**src/rtl/dc_pkg.sv**
```systemverilog
// Shared DC-path types and helpers for the TX bias injector and the RX decoupler.
// Functions work on 32-bit containers with the active width passed in, so any SYMBOL_WIDTH up to 32 bits can use them.
package dc_pkg;

  typedef enum logic [1:0] {
    IDLE,
    RAMP_UP,
    RUN,
    RAMP_DOWN
  } dc_state_t;

  // 1.0 in the default Q2.14 sample format
  localparam logic signed [15:0] SYMBOL_ONE = 16'sh4000;

  function automatic logic signed [31:0] saturate(input logic signed [32:0] x, input int unsigned w);
    logic signed [32:0] hi;
    logic signed [32:0] lo;
    hi = (33'sd1 <<< (w - 1)) - 33'sd1;
    lo = -(33'sd1 <<< (w - 1));
    if (x > hi) return 32'(hi);
    if (x < lo) return 32'(lo);
    return 32'(x);
  endfunction

  function automatic logic [31:0] offset_binary(input logic [31:0] x, input int unsigned w);
    return x ^ (32'd1 << (w - 1));
  endfunction

endpackage

```
**src/rtl/bias_slew.sv**
```systemverilog
// Slew-limited DC bias register: moves at most RAMP_STEP LSBs toward target per step.
// bias_next is the combinational post-step value; the register only updates when step is high.
module bias_slew #(
  parameter int W         = 16,
  parameter int RAMP_STEP = 1024
) (
  input  logic                clk,
  input  logic                rst,
  input  logic                step,
  input  logic signed [W-1:0] target,
  output logic signed [W-1:0] bias_next,
  output logic                reached
);

  localparam logic signed [W:0] STEP_MAX = (W+1)'(RAMP_STEP);

  logic signed [W-1:0] bias;
  logic signed [W:0]   diff;
  logic signed [W:0]   delta;

  // One extra bit keeps target - bias from wrapping across the rails.
  always_comb begin
    diff  = {target[W-1], target} - {bias[W-1], bias};
    delta = diff;
    if (diff > STEP_MAX)
      delta = STEP_MAX;
    else if (diff < -STEP_MAX)
      delta = -STEP_MAX;
    bias_next = W'({bias[W-1], bias} + delta);
    reached   = (bias_next == target);
  end

  always_ff @(posedge clk) begin
    if (rst)
      bias <= '0;
    else if (step)
      bias <= bias_next;
  end

endmodule

```
**src/rtl/dc_bias_inject.sv**
```systemverilog
// TX DC bias injector / DAC formatter: slewed bias + gated AC, saturate, offset-binary, 2 enabled clocks to dac_code.
// Optional DC_INJECT_DITHER_EN adds LFSR dither below the DAC LSB before truncation (forced off in IDLE).
module dc_bias_inject
  import dc_pkg::*;
#(
  parameter int SYMBOL_WIDTH = 16,
  parameter int SYMBOL_FRAC  = 14,
  parameter int DAC_WIDTH    = 12,
  parameter int RAMP_STEP    = 1024
) (
  input  logic                           clk,
  input  logic                           rst,
  input  logic                           en,
  input  logic                           new_sample,
  input  logic signed [SYMBOL_WIDTH-1:0] sample,
  input  logic signed [SYMBOL_WIDTH-1:0] bias_target,
  input  logic                           tx_on,
  output logic [DAC_WIDTH-1:0]           dac_code,
  output logic                           dac_valid,
  output logic                           ramping
);

  localparam int SW = SYMBOL_WIDTH;
  localparam int DW = DAC_WIDTH;
  localparam logic [DW-1:0] MIDSCALE = {1'b1, {(DW-1){1'b0}}};

  if ((DW > SW) || (SYMBOL_FRAC >= SW)) begin : g_cfg_check
    $error("dc_bias_inject: need DAC_WIDTH <= SYMBOL_WIDTH and SYMBOL_FRAC < SYMBOL_WIDTH");
  end

  logic               accept;
  dc_state_t          state_q;
  dc_state_t          state_d;
  logic signed [SW-1:0] slew_target;
  logic signed [SW-1:0] bias_next;
  logic               reached;
  logic signed [SW-1:0] ac;
  logic signed [SW:0] sum_w;
  logic signed [SW-1:0] sat;
  logic signed [SW-1:0] sat_q;
  logic               stage1_vld;
  logic               out_vld;
  logic [SW-1:0]      ob;
  logic [SW-1:0]      ob_out;
  logic [DW-1:0]      code_next;

  assign accept = en & new_sample;

  // Slewing toward the target of the mode being entered lets the keying sample itself take the first step.
  assign slew_target = tx_on ? bias_target : '0;

  bias_slew #(
    .W         (SW),
    .RAMP_STEP (RAMP_STEP)
  ) u_bias_slew (
    .clk       (clk),
    .rst       (rst),
    .step      (accept),
    .target    (slew_target),
    .bias_next (bias_next),
    .reached   (reached)
  );

  always_comb begin
    state_d = state_q;
    case (state_q)
      IDLE:      if (tx_on) state_d = RAMP_UP;
      RAMP_UP:   if (!tx_on) state_d = RAMP_DOWN; else if (reached) state_d = RUN;
      RUN:       if (!tx_on) state_d = RAMP_DOWN;
      RAMP_DOWN: if (tx_on) state_d = RAMP_UP; else if (reached) state_d = IDLE;
      default:   state_d = IDLE;
    endcase
  end

  always_ff @(posedge clk) begin
    if (rst)
      state_q <= IDLE;
    else if (accept)
      state_q <= state_d;
  end

  assign ac    = ((state_q == RUN) && tx_on) ? sample : '0;
  assign sum_w = {ac[SW-1], ac} + {bias_next[SW-1], bias_next};
  assign sat   = SW'(saturate(33'(sum_w), SW));
  assign ob    = SW'(offset_binary(32'(sat_q), SW));

`ifdef DC_INJECT_DITHER_EN
  localparam int DITH_W = SW - DW;

  logic [15:0]       lfsr;
  logic              lfsr_fb;
  logic [DITH_W-1:0] dither;
  logic [SW:0]       ob_dith;

  assign lfsr_fb = lfsr[15] ^ lfsr[13] ^ lfsr[12] ^ lfsr[10];
  assign dither  = (state_q == IDLE) ? '0 : lfsr[DITH_W-1:0];
  assign ob_dith = {1'b0, ob} + {{(SW+1-DITH_W){1'b0}}, dither};
  assign ob_out  = ob_dith[SW] ? '1 : ob_dith[SW-1:0];

  always_ff @(posedge clk) begin
    if (rst)
      lfsr <= 16'hACE1;
    else if (accept)
      lfsr <= {lfsr[14:0], lfsr_fb};
  end
`else
  assign ob_out = ob;
`endif

  assign code_next = DW'(ob_out >> (SW - DW));

  always_ff @(posedge clk) begin
    if (rst) begin
      sat_q      <= '0;
      stage1_vld <= 1'b0;
      out_vld    <= 1'b0;
      dac_code   <= MIDSCALE;
    end else if (en) begin
      stage1_vld <= new_sample;
      if (new_sample)
        sat_q <= sat;
      out_vld <= stage1_vld;
      if (stage1_vld)
        dac_code <= code_next;
    end
  end

  // out_vld holds through a stall and is only shown on an enabled cycle, so each code is flagged exactly once.
  assign dac_valid = out_vld & en;
  assign ramping   = (state_q == RAMP_UP) || (state_q == RAMP_DOWN);

endmodule

```
**config.mk**
```make
export PLATFORM = sky130hd
export DESIGN_NAME = dc_bias_inject
export DESIGN_NICKNAME = d
export VERILOG_FILES = /design/src/rtl/dc_pkg.sv /design/src/rtl/bias_slew.sv /design/src/rtl/dc_bias_inject.sv
export SDC_FILE = /design/constraint.sdc
export NUM_CORES = 1
export LEC_CHECK = 0
export CORE_UTILIZATION = 42
export DETAILED_ROUTE_END_ITERATION = 8
export PLACE_DENSITY = 0.59
export SLEW_MARGIN = 20
export SYNTH_ARGS = -nofsm -noshare
export SYNTH_HDL_FRONTEND = slang
export SYNTH_SLANG_ARGS = --single-unit
```
**constraint.sdc**
```tcl
create_clock -name clk -period 27.9 [get_ports clk]
set_input_delay 5.58 -clock clk [delete_from_list [all_inputs] [get_ports clk]]
set_output_delay 5.58 -clock clk [all_outputs]
set_load 0.01 [all_outputs]
```
==> metrics.md, run 1 <==
| Metric | Value |
|---|---|
| RSZ-0062 raised after global routing | `no` |
| Row cnt | `41` |
| Final min period | `13.52 ns` |
| Drt pass-1 iters | `5` |
| Status | `finished, final reports clean` |
| Ys Warns | `0` |
| Worst path required time | `28.11 ns` |
| Antenna-violating nets left | `0` |
| Met1 usage | `34.4%` |
| Actual slew at the worst max-slew pin | `1.00 ns` |
| DP HPWL | `12400 um` |
| TritonCTS buffer count | `5` |
| Largest net degree at the start of global routing | `63` |
| Yosys top cell area share | `16.1%` |
| Final Core Density | `49.2%` |
| Most common cell after layout, fill and taps aside | `nand2_1` |
| CTS clk-pin slew, worst paths | `0.07 ns` |
| Vias in the first global route | `5202` |
| Die Y | `116 um` |
| Grt met3 use | `2.96%` |
| CP startpoint kind | `primary input` |
| Number of I/O port buffers | `50` |
| Vias per inst | `5.95` |
| Skew final | `0.00344 ns` |
| Routed vias | `5657` |
| Crit-path max FO | `62` |
| Starting Density | `43.2%` |
| Slack of the worst reg-to-reg path | `19.83 ns` |
| Post-Place Worst Slack | `14.20 ns` |
| VDD IR max | `0.0000268 V` |
| Die W | `116 um` |
| Synthesized cell area | `5480 um2` |
| DRT Wirelength | `15800 um` |
| CP startpoint | `tx_on` |
| Final worst slack | `14.38 ns` |
| Sequential area share after synthesis | `16.1%` |
| Relative slew slack | `32.9%` |
| Fillers | `1260` |
| Setup_tns | `0 ns` |
| Worst Hold Class | `reg -> reg` |
| Clk root buf | `clkbuf_16` |
| Critical-path top delay cell | `a211oi_1` |
| CTS tree | `done` |
| Area grow syn2layout | `13.9%` |
| Clk buf depth | `2` |
| CP Class | `in -> reg` |
| First-pass GRT wire length | `25800 um` |
| DR DRC count | `0` |
| Share of layout cells above drive strength 1 | `4.36%` |
| Dominant synthesized flop cell | `dfxtp_1` |
| Crit-path max cell delay | `0.81 ns` |
| Most frequent cells in the layout | `nand2_1, a21oi_1, clkdlybuf4s50_1` |
| EDFF count, synth | `0` |
| Hold Path Cell Cnt | `2` |
| Avg Cell Area, Syn | `7.26 um2` |
| Worst r2r path cells | `26` |
| Final setup violation count | `0` |
| Pleak | `0.00270 uW` |
| Core footprint | `12700 um2` |
| Routed len/inst | `16.6 um` |
| Antenna cells | `0` |
| GRT busiest layer | `met2` |
| Initial antenna violation count | `0` |
| PostCTS Resize Cnt | `0` |
| Hold path startpoint | `dac_code[3]` |
| CTS Hold Bufs | `0` |
| Initial DRC Count | `420` |
| Die ar. | `13500 um2` |
| RR Endpoint | `sat_q[10]` |
| Synth Instances | `754` |
| Setup Buffers After CTS | `0` |
| H-tree levels | `2` |
| PwrDens | `40.3 nW/um2` |
| Area occupied by multi-input gates | `4260 um2` |
| Hold EP | `dac_code[3]` |
| Crit path DAT | `13.73 ns` |
| Fmax | `74.0 MHz` |
| I/O pin cnt | `51` |
| Mapped Nets | `841` |
| Period utilisation layout | `48.5%` |
| Dominant cells by area after synthesis | `dfxtp_1, ha_1, a21oi_1, nand2_1, xnor2_1` |
| Total grt overflow | `0` |
| Max-cap violations | `0` |
| Slew Limit Fails | `0` |
| Met2 GRT Util | `38.8%` |
| Total track usage | `24.0%` |
| Clock sinks | `44` |
| Placer congestion estimate | `0.900` |
| FF+latch area | `881 um2` |
| Hold Fails Final Rpt | `0` |
| Yosys cell types | `81` |
| Crit Reg-Reg Startpoint | `u_bias_slew.bias[1]` |
| Synth area leader | `dfxtp_1` |
| Async SR Flop Fraction | `0%` |
| Flops & latches, synth | `44` |
| Nets@finish | `865` |
| CP Capture Type | `flip-flop` |
| Clock network latency to the later pin of the worst-skew pair | `0.29 ns` |
==> metal layers <==
layer,routed length (um),share of wire [%]
met1,7890,50
met3,846,5.3
met2,6900,44
met4,184,1.2
met5,0,0
==> logic make-up (layout without fill, tap and decap cells) <==
group / count (synthesis) / after routing / synth area share (%)
AOI/OAI and AO/OA: 239 / 239 / 29.6
DFF: 44 / 44 / 16.1
muxes: 7 / 7 / 1.39
xor gates and xnor gates: 44 / 44 / 8.04
adders and majority gates: 50 / 50 / 11.7
and+or+nand+nor: 284 / 284 / 27.0
buffers and inverters: 86 / 111 / 6.12
==> worst max-delay path, delay by kind of cell <==
family,cells,cell delay (ns)
XOR/XNOR,1,0.25
AND/OR/NAND/NOR,9,2.61
AO/OA/AOI/OAI,12,3.74
adder cells (fa/ha/maj),3,0.95
buffers and inverters,2,0.54
==> worst max-delay path by stage <==
stage | endpoint
finish | sat_q[10]
CTS | sat_q[10]
floorplan | sat_q[10]
global route | sat_q[13]
detailed placement | sat_q[10]
global placement | sat_q[10]
==> flip-flops by register name, indices dropped and copies added, names as in the netlist <==
name / count
u_bias_slew.bias: 16
dac_code: 12
sat_q: 12
state_q: 2
out_vld: 1
stage1_vld: 1
==> report_power, final <==
part	leakage [uW]	switching (uW)	internal (uW)
Combinational	0.00227	65.0	47.7
Sequential	0.000358	2.93	66.6
Clock	0.0000804	26.4	42.6
Total	0.00270	94.4	157
==> per-stage QoR <==
step | instances | total power, uW | area [um2] | hold WS (ns)
3_3_place_gp | 943 | 181 | 6060 | 0.442
5_1_grt | 951 | 267 | 6240 | 0.472
4_1_cts | 951 | 251 | 6240 | 0.458
6_report | 951 | 251 | 6240 | 0.453
3_5_place_dp | 943 | 182 | 6060 | 0.445
2_1_floorplan | 754 | 154 | 5480 | 0.425
==> Yosys cell counts, types with 3 or more instances <==
library cell and number:
o21bai_1 3, nor2_1 45, nand2b_1 13, dfxtp_1 44, a211oi_1 10, nand4_1 11
nand2_1 80, xnor2_1 25, xnor3_1 4, and4_1 4, clkbuf_1 31, a21oi_1 71
o221ai_1 3, nor4b_1 3, a2111oi_0 7, and2_1 17, a31oi_1 12, nor2b_1 12
o2111ai_1 3, xor2_1 15, or3_1 10, mux2i_1 5, nand3_1 19, a221oi_1 3
a211o_1 4, a311oi_1 3, o22ai_1 7, inv_1 48, buf_2 4, ha_1 48
a21o_1 15, o21a_1 6, nor3_1 19, nor4_1 7, o21ai_0 31, o211ai_1 17
a21boi_1 6, or2_2 4, a21boi_0 4, o31ai_1 7, and3_1 24
==> cell type report <==
class                           instances  area share [%]
Multi-Input combinational cell        624            68.3
Sequential cell                        44            14.1
Timing Repair Buffer                   54            8.43
Tap cell                              172            3.45
Inverter                               49            2.95
Clock buffer                            5            2.01
Clock inverter                          3           0.742
No activity file was read; power rests on OpenSTA's default activity.
==> run 2: changes to the inputs <==
- PLACE_DENSITY: 0.59 -> 0.62
- clock period: 27.9 -> 11.6 ns (I/O delays scaled with it)
==> run 2 against run 1 <==
Effect of this change: register-to-register slack got worse by 16 ns; sequential power grew 140%; critical endpoint is now sat_q[11]; power rose by 140%; combinational power grew 140%; largest cell class unchanged.
==> metrics.md, run 2 (synthesized netlist as in run 1, its figures left out) <==
| Metric | Value |
|---|---|
| Clock network latency to the later pin of the worst-skew pair | `0.29 ns` |
| Clk buf depth | `2` |
| Setup Buffers After CTS | `0` |
| First-pass GRT wire length | `25900 um` |
| CTS Hold Bufs | `0` |
| CP Capture Type | `flip-flop` |
| Crit-path max cell delay | `0.78 ns` |
| DR DRC count | `0` |
| CP top delay family | `compound AO/OA/AOI/OAI gates` |
| Placer congestion estimate | `0.894` |
| Die Y | `116 um` |
| CTS clk-pin slew, worst paths | `0.06 ns` |
| FF+latch area | `881 um2` |
| Number of I/O port buffers | `50` |
| PostCTS Resize Cnt | `0` |
| Max-cap violations | `0` |
| Crit Reg-Reg Startpoint | `u_bias_slew.bias[1]` |
| Worst path required time | `11.82 ns` |
| Initial DRC Count | `357` |
| Final min period | `10.24 ns` |
| CTS tree | `done` |
| Clock sinks | `44` |
| Hold Fails Final Rpt | `0` |
| I/O pin cnt | `51` |
| Crit path DAT | `10.46 ns` |
| Nets@finish | `863` |
| Cell depth of the worst setup path | `27` |
| H-tree levels | `2` |
| TritonCTS buffer count | `5` |
| Share of layout cells above drive strength 1 | `4.12%` |
| Vias per inst | `5.95` |
| Drt pass-1 iters | `5` |
| Core footprint | `12700 um2` |
| Final Core Density | `49.1%` |
| Worst Hold Class | `reg -> reg` |
| Critical-path top delay cell | `a211oi_1` |
| Worst r2r path cells | `26` |
| Period utilisation layout | `88.3%` |
| Vias in the first global route | `5291` |
| Most frequent cells in the layout | `nand2_1, a21oi_1, clkdlybuf4s50_1` |
| Actual slew at the worst max-slew pin | `0.969 ns` |
| Critical path buffers and inverters | `1` |
| Hold path startpoint | `dac_code[3]` |
| Area grow syn2layout | `13.6%` |
| RSZ-0062 raised after global routing | `no` |
| Clk root buf | `clkbuf_16` |
| Max FFs per register | `16` |
| Hold Path Cell Cnt | `2` |
| Status | `finished, final reports clean` |
| Fmax | `97.7 MHz` |
| Antenna cells | `0` |
| Routed len/inst | `16.7 um` |
| Relative slew slack | `35.2%` |
| CP startpoint kind | `primary input` |
| Most common cell after layout, fill and taps aside | `nand2_1` |
| Top reg by flops | `u_bias_slew.bias` |
| Top flop regs | `u_bias_slew.bias (16), dac_code (12), sat_q (12)` |
| Routed vias | `5650` |
| Skew final | `0.00570 ns` |
| Total grt overflow | `0` |
| Largest net degree at the start of global routing | `49` |
| Area occupied by multi-input gates | `4260 um2` |
| Die ar. | `13500 um2` |
| CP Class | `in -> reg` |
| Starting Density | `43.2%` |
| Slew Limit Fails | `0` |
| Antenna-violating nets left | `0` |
| VDD IR max | `0.0000536 V` |
| DP HPWL | `12500 um` |
| Crit-path max FO | `48` |
| Fillers | `1293` |
| Row cnt | `41` |
| Die W | `116 um` |
| Setup_tns | `0 ns` |
| Initial antenna violation count | `0` |
| DRT Wirelength | `15900 um` |
| CP startpoint | `tx_on` |
| Final setup violation count | `0` |
| PwrDens | `97.7 nW/um2` |
| Pleak | `0.00269 uW` |
| Total track usage | `24.0%` |
-- run 2: worst paths after layout --
check	endpoint	slack [ns]
setup / recovery	sat_q[11]	1.36
hold / removal	dac_code[3]	0.45
setup reg to reg	sat_q[11]	3.60
hold reg to reg	dac_code[3]	0.45
-- run 2: layout make-up --
class | count | share of cell area, %
multi-input cells | 624 | 68.5
repair buffers | 52 | 8.21
clock inverters | 3 | 0.744
inverters | 49 | 2.96
clock buffers | 5 | 2.01
well taps | 172 | 3.46
flip-flops and latches | 44 | 14.2
-- run 2: through the flow --
step                      instances  area [um2]  setup slack, ns  hold slack, ns  total power (uW)
after floorplan                 754        5480             1.91           0.425               371
after global placement          941        6050             1.39           0.442               435
after detailed placement        941        6050             1.19           0.445               438
after CTS                       949        6220             1.44           0.454               608
after global routing            949        6220            0.679           0.469               647
final                           949        6220             1.36           0.452               608
-- run 2: layer usage --
metal	GRT usage, %	part of all wire (%)	vias up	routed length (um)
met1	33.6	48	2669	7650
met2	40.0	45	151	7200
met3	1.76	4.9	17	777
met5	0	0	-	0
met4	5.73	1.6	0	255
li1	-	-	2813	-
-- run 2: where the power goes --
group	total [uW]	switching [uW]	internal [uW]	leakage (uW)
sequential	167	6.87	160	0.000358
clock	169	66.4	103	0.0000804
combinational	272	157	115	0.00226
total	608	230	377	0.00269
-- run 2: worst min-delay path, stage by stage (launching register included) --
cell and delay (ns):
dfxtp_1 0.31, nand2_1 0.05, a21oi_1 0.05
